$ cat src/rtl/branch_target_predictor.sv
// branch_target_predictor: direct-mapped BTB with saturating-counter direction prediction
module branch_target_predictor #(
    parameter int ADDRESS_LEN = 12,
    parameter int INDEX_BITS  = 4,
    parameter int CTR_BITS    = 2,
    parameter int CNT_BITS    = 16
) (
    input  logic                   clk,
    input  logic                   rst,
    input  logic                   flush,
    input  logic [ADDRESS_LEN-1:0] lookup_pc,
    output logic                   pred_hit,
    output logic                   pred_taken,
    output logic [ADDRESS_LEN-1:0] pred_next_pc,
    input  logic                   res_valid,
    input  logic [ADDRESS_LEN-1:0] res_pc,
    input  logic                   res_taken,
    input  logic [ADDRESS_LEN-1:0] res_target,
    input  logic                   res_pred_taken,
    input  logic [ADDRESS_LEN-1:0] res_pred_target,
    output logic                   mispredict,
    output logic [ADDRESS_LEN-1:0] redirect_pc,
    output logic [CNT_BITS-1:0]    resolve_count,
    output logic [CNT_BITS-1:0]    mispredict_count
);
    localparam int ENTRIES = 1 << INDEX_BITS;
    localparam int TAG_W   = ADDRESS_LEN - INDEX_BITS;
    localparam logic [CTR_BITS-1:0]    CTR_INIT = {1'b0, {(CTR_BITS-1){1'b1}}};
    localparam logic [CTR_BITS-1:0]    CTR_WT   = {1'b1, {(CTR_BITS-1){1'b0}}};
    localparam logic [CTR_BITS-1:0]    CTR_MAX  = {CTR_BITS{1'b1}};
    localparam logic [CTR_BITS-1:0]    CTR_ONE  = 1;
    localparam logic [CNT_BITS-1:0]    CNT_MAX  = {CNT_BITS{1'b1}};
    localparam logic [CNT_BITS-1:0]    CNT_ONE  = 1;
    localparam logic [ADDRESS_LEN-1:0] PC_ONE   = 1;

    logic                   valid_q  [ENTRIES];
    logic [TAG_W-1:0]       tag_q    [ENTRIES];
    logic [ADDRESS_LEN-1:0] target_q [ENTRIES];
    logic [CTR_BITS-1:0]    ctr_q    [ENTRIES];
    logic [CNT_BITS-1:0]    resolve_count_q, mispredict_count_q;

    logic [INDEX_BITS-1:0]  lk_idx, rs_idx;
    logic [TAG_W-1:0]       lk_tag, rs_tag;
    logic                   rs_hit, wr_en_d;
    logic [CTR_BITS-1:0]    rs_ctr, wr_ctr_d;
    logic [ADDRESS_LEN-1:0] wr_target_d;

    assign lk_idx = lookup_pc[INDEX_BITS-1:0];
    assign lk_tag = lookup_pc[ADDRESS_LEN-1:INDEX_BITS];
    assign rs_idx = res_pc[INDEX_BITS-1:0];
    assign rs_tag = res_pc[ADDRESS_LEN-1:INDEX_BITS];

    // Fetch-side lookup: tag match on the indexed entry, direction from counter MSB
    always_comb begin
        pred_hit     = valid_q[lk_idx] && (tag_q[lk_idx] == lk_tag);
        pred_taken   = pred_hit && ctr_q[lk_idx][CTR_BITS-1];
        pred_next_pc = pred_taken ? target_q[lk_idx] : lookup_pc + PC_ONE;
    end

    // Execute-side mispredict detection and corrected fetch address
    always_comb begin
        mispredict  = res_valid && ((res_taken != res_pred_taken) ||
                      (res_taken && (res_target != res_pred_target)));
        redirect_pc = res_taken ? res_target : res_pc + PC_ONE;
    end

    // Next contents of the resolved entry: saturating counter step or fresh allocation
    always_comb begin
        rs_hit      = valid_q[rs_idx] && (tag_q[rs_idx] == rs_tag);
        rs_ctr      = ctr_q[rs_idx];
        wr_en_d     = res_valid && !flush && (res_taken || rs_hit);
        wr_ctr_d    = !rs_hit ? CTR_WT :
                      res_taken ? ((rs_ctr == CTR_MAX) ? rs_ctr : rs_ctr + CTR_ONE) :
                      ((rs_ctr == '0) ? rs_ctr : rs_ctr - CTR_ONE);
        wr_target_d = res_taken ? res_target : target_q[rs_idx];
    end

    // Table storage: reset/flush clear every entry, otherwise write the resolved entry
    always_ff @(posedge clk or negedge rst) begin
        if (!rst) begin
            for (int i = 0; i < ENTRIES; i++) begin
                valid_q[i]  <= 1'b0;
                tag_q[i]    <= '0;
                target_q[i] <= '0;
                ctr_q[i]    <= CTR_INIT;
            end
        end else if (flush) begin
            for (int i = 0; i < ENTRIES; i++) begin
                valid_q[i] <= 1'b0;
                ctr_q[i]   <= CTR_INIT;
            end
        end else if (wr_en_d) begin
            valid_q[rs_idx]  <= 1'b1;
            tag_q[rs_idx]    <= rs_tag;
            target_q[rs_idx] <= wr_target_d;
            ctr_q[rs_idx]    <= wr_ctr_d;
        end
    end

    // Saturating statistics counters; flush outranks a same-cycle resolve
    always_ff @(posedge clk or negedge rst) begin
        if (!rst) begin
            resolve_count_q    <= '0;
            mispredict_count_q <= '0;
        end else if (flush) begin
            resolve_count_q    <= '0;
            mispredict_count_q <= '0;
        end else if (res_valid) begin
            if (resolve_count_q != CNT_MAX) resolve_count_q <= resolve_count_q + CNT_ONE;
            if (mispredict && mispredict_count_q != CNT_MAX)
                mispredict_count_q <= mispredict_count_q + CNT_ONE;
        end
    end

    assign resolve_count    = resolve_count_q;
    assign mispredict_count = mispredict_count_q;
endmodule

$ cat config.mk
export PLATFORM = sky130hd
export DESIGN_NAME = branch_target_predictor
export DESIGN_NICKNAME = d
export VERILOG_FILES = /design/src/rtl/branch_target_predictor.sv
export SDC_FILE = /design/constraint.sdc
export NUM_CORES = 1
export LEC_CHECK = 0
export CAP_MARGIN = 20
export CORE_MARGIN = 3
export CORE_UTILIZATION = 60
export CTS_CLUSTER_DIAMETER = 80
export DETAILED_ROUTE_END_ITERATION = 8
export PLACE_DENSITY_LB_ADDON = 0.2
export SYNTH_ARGS = -nofsm -noshare
export SYNTH_HDL_FRONTEND = slang
export SYNTH_SLANG_ARGS = --single-unit
$ cat constraint.sdc
create_clock -name clk -period 8.8 [get_ports clk]
set_input_delay 1.76 -clock clk [delete_from_list [all_inputs] [get_ports clk]]
set_output_delay 1.76 -clock clk [all_outputs]
set_load 0.05 [all_outputs]
# Word level (Yosys, flattened, before mapping)
# Index checks and enable logic that the tools add are counted.
[word_totals]
inputBits = 54
wordCells = 158
out_inout_bits = 59
register_bits = 400
[classes]
bitwise_logic = 4
add_sub_neg = 6
reduce_logical = 20
order_cmp = 3
n_mux = 52
n_eq_ne = 7
[op_table]
columns = ["operator", "count"]
rows = [
  ["192-bit bitwise mux", 1],
  ["128-bit bitwise mux", 1],
  ["16-bit 2-to-1 mux", 8],
  ["12-bit binary-select mux with 4-bit select", 2],
  ["12-bit 2-to-1 mux", 8],
  ["8-bit binary-select mux with 4-bit select", 2],
  ["32-bit 2-to-1 mux", 2],
  ["12-bit demux with 4-bit select", 1],
  ["8-bit 2-to-1 mux", 5],
  ["16-bit by 1-bit adder with 16-bit output, second input constant", 2],
  ["32-bit bitwise mux", 1],
  ["8-bit demux with 4-bit select", 1],
  ["16-bit != test, second input constant", 2],
  ["12-bit by 1-bit adder with 12-bit output, second input constant", 2],
  ["2-bit 2-to-1 mux", 9],
  ["2-bit binary-select mux with 4-bit select", 2],
  ["8-bit == test", 2],
  ["16-bit OR", 1],
  ["12-bit != test", 1],
  ["5-bit greater-or-equal comparator, second input constant", 2],
  ["4-bit inverter with 5-bit output", 2],
  ["1-bit logical AND", 9],
  ["1-bit binary-select mux with 4-bit select", 2],
  ["2-bit demux with 4-bit select", 1],
  ["other kinds (13)", 23],
]

# Depth between registers and ports, before layout
[depth]
word_depth = 11
mapped_depth = 14
depth_no_buf = 8

# Worst setup path after synthesis
# OpenSTA, ideal clock, no wires.
[synth_path]
path_type = "input-to-output"
from = "input port lookup_pc[0]"
to = "output port pred_next_pc[0]"
path_buffers = 3
arrival_ns = 5.130
slack_ns = 1.910
cell_stages = 7
cell_sequence = "buf_1 clkbuf_1 mux4_2 mux4_2 nand4_1 clkbuf_1 mux2i_1"
[synth_between]
elab_chain_len = 8
word_cells_on_any_way = 18
[synth_rtl]
columns = ["element", "line", "text"]
rows = [
  ["start: declaration", "11", "input logic [ADDRESS_LEN-1:0] lookup_pc,"],
  ["4-bit inverter with 5-bit output (not written as such)", "55, 56, 57", ""],
  ["8-bit binary-select mux with 4-bit select", "55", "pred_hit = valid_q[lk_idx] && (tag_q[lk_idx] == lk_tag);"],
  ["8-bit 2-to-1 mux (not written as such) (2 in a row)", "55", ""],
  ["8-bit == test", "55", ""],
  ["1-bit logical AND", "55", ""],
  ["1-bit logical AND", "56", "pred_taken = pred_hit && ctr_q[lk_idx][CTR_BITS-1];"],
  ["12-bit 2-to-1 mux (*)", "57", "pred_next_pc = pred_taken ? target_q[lk_idx] : lookup_pc + PC_ONE;"],
  ["end: declaration", "14", "output logic [ADDRESS_LEN-1:0] pred_next_pc,"],
]
# Every way passes the cells marked *; elsewhere a longest branch is shown, timed or not. The select of a mux whose other input is x is not followed.

# Final worst setup path
[layout_path]
from = "input port lookup_pc[0]"
to = "output port pred_next_pc[6]"
# The elaborated chain is that of the path after synthesis.

==> reports/metrics.cfg <==
[cts]
cts_buffers = 45
insertion_delay_ns = 0.56
cts.clk_slew.worst_paths_ns = 0.06
postCtsSetupBuffers = 0
cts.sinks = 400
tritoncts = built
clockBufferDepth = 3
cts_resized = 0
h-tree-depth = 2
cts_hold_buf = 0
ctsRootBufferMaster = clkbuf_16

[route]
vias = 14800
first_pass_iters = 5
vias_per_cell = 6.953
wl_per_cell_um = 28.97
drc = 0
ant_nets = 0
drt-total-wl_um = 61690
drt_first_iter_violations = 1429

[logic_synthesis]
ys_ff_latch = 400
ys_seq_area_share_pct = 44.81
async_reset_ff_share_pct = 100.0
synth_xor_area_share_pct = 2.896
synth.distinct_cells = 57
syn_inst = 1570
synth.area.mux_share_pct = 39.30
synth_edf_count = 0
synthAdderAreaFrac_pct = 0.4360
syn_nets = 1631
avgSynthCellArea_um2 = 14.26
ys_warn_count = 0
synth_area_mm2 = 0.02238
ys.flop_type = dfrtp_1
synthSimpleGateAreaFrac_pct = 5.836
synth_compound_area_share_pct = 3.052
synth_top_family_by_area = multiplexers

[setup_path]
start_kind = input port
crit_top_cell = nand4_1
path_cells = buf_6 > mux4_2 > mux2i_1 > xor2_1 > nand4_1 > a211oi_1 > nand4_1 > buf_4 > mux2_2 > clkdlybuf4s50_1
r2r_start = tag_q[97]$_DFFE_PN0P_
critical_path.endpoint_type = primary output
cpPeakStageDelay_ns = 0.80
slowest_stage = clkdlybuf4s50_1
arrival_ns = 5.60
critPathMaxFanout = 58
crit_family = buffers and inverters
crit_type = in -> out
crit_buf_inv = 3
crit_start = lookup_pc[0]
crit_required_ns = 7.04

[grt]
grt_pass1_vias = 15170
grt_usage_pct = 31.98
grt_max_degree = 92
grt_pass1_wl_um = 94430
grt_overflow = 0
antenna_found_initial = 0

[sta]
fin_crit_sh_pct = 83.68
timing.setup.tns_ns = 0
finalHoldViolations = 0
clock_skew_ns = 0.01452
maxSlewViolCount = 0
fmax_mhz = 135.8
relSlewSlack_pct = 22.00
worst_slew_pin_slew_ns = 1.170
period_minus_slack_ns = 7.364
rsz0062_at_grt = no
setup_viol = 0

[power]
p_per_area_mw_per_mm2 = 188.9
p_leak_nw = 11.26
total_power_mw = 4.723
peakVddDrop_uv = 178.9

[placement]
dp_hpwl_um = 36910
port_buffers = 112
placed_area_mm2 = 0.02352
gp_congestion = 0.8683

[finish]
drive_above_1_share_pct = 26.49
fill_cells = 2608
final_cell_area_mm2 = 0.02500
nNetsFinal = 1686
final_common_cell = dfrtp_1
area_growth_pct = 11.70
diodes = 0
layout_common_cells = dfrtp_1, mux2_1, mux4_2

[floorplan]
dieArea_mm2 = 0.03966
start_util_pct = 60.99
ioPinCount = 113
die_y_um = 199.1
core_area_mm2 = 0.03670
die_w_um = 199.1
row_count = 70

[hold_path]
hold_class = reg -> reg
min_from = target_q[42]$_DFFE_PN0P_

[status]
status = completed

[flow_run]
cap_violations = 0

## routing by layer
| layer | share of wire (%) | track usage, % | vias up |
|---|---|---|---|
| met1 | 41 | 46.13 | 7856 |
| met3 | 8.3 | 5.901 | 148 |
| met4 | 3.4 | 10.52 | 0 |
| met2 | 48 | 50.11 | 746 |
| met5 | 0 | 0 | - |
| li1 | - | - | 6052 |
## power breakdown
group	internal [mW]	switching (mW)	total (mW)
Clock	1.10	0.771	1.87
Combinational	0.364	0.362	0.726
Sequential	2.01	0.123	2.13
Total	3.47	1.26	4.72
## stage by stage
stage	util (%)	hold slack, ns	setup WS (ns)	cells
after detailed placement	64.08	0.4932	1.427	2045
after global placement	64.08	0.4786	1.492	2045
after floorplan	-	0.4697	1.910	1570
after global routing	68.13	0.5251	1.194	2129
final	68.13	0.5050	1.436	2129
after CTS	68.10	0.5068	1.404	2128
## path summary, 6_finish.rpt
| check | endpoint | slack [ns] | cells past startpoint |
|---|---|---|---|
| max | pred_next_pc[6] | 1.44 | 10 |
| min | target_q[42]$_DFFE_PN0P_ | 0.50 | 1 |
| max reg2reg | tag_q[65]$_DFFE_PN0P_ | 4.90 | 10 |
| min reg2reg | target_q[42]$_DFFE_PN0P_ | 0.50 | 1 |
| max in group asynchronous | target_q[96]$_DFFE_PN0P_ | 6.15 | 2 |
| min in group asynchronous | tag_q[38]$_DFFE_PN0P_ | 1.22 | 1 |
## cell type report
cell class,count,area [um2],area share [%]
multi-input cells,1024,11530,46.13
flip-flops and latches,400,10030,40.12
clock buffers,74,1418,5.670
repair buffers,144,1344,5.375
well taps,468,585.6,2.342
clock inverters,9,55.05,0.2202
inverters,10,37.54,0.1501
## Yosys cell counts, drive strengths merged (11+ instances only)
cell / instances / area, um2
nand3: 22 / 110.1
o21ai: 24 / 123.9
nor2: 43 / 161.4
clkbuf: 60 / 225.2
and3: 11 / 68.82
buf: 76 / 558.0
xnor2: 29 / 254.0
a221o: 16 / 160.2
dfrtp: 384 / 9609
nand4: 12 / 75.07
o21a: 18 / 135.1
mux4: 197 / 4437
dfstp: 16 / 420.4
nand2: 100 / 397.9
mux2i: 61 / 610.6
xor2: 45 / 394.1
and2: 39 / 276.5
mux2: 333 / 3750
a21oi: 12 / 60.06
## registers in the layout, indices dropped and copies added, names as in the netlist
name and cells:
valid_q 16, target_q 192, resolve_count 16, tag_q 128, mispredict_count 16, ctr_q 32
## cell families after synthesis
family,count (synthesis)
flip-flops,400
multiplexers,591
AO/OA/AOI/OAI,92
XOR/XNOR,74
buffers and inverters,146
AND/OR/NAND/NOR,259
adder cells (fa/ha/maj),8
Power figures use the tool's default switching activity.
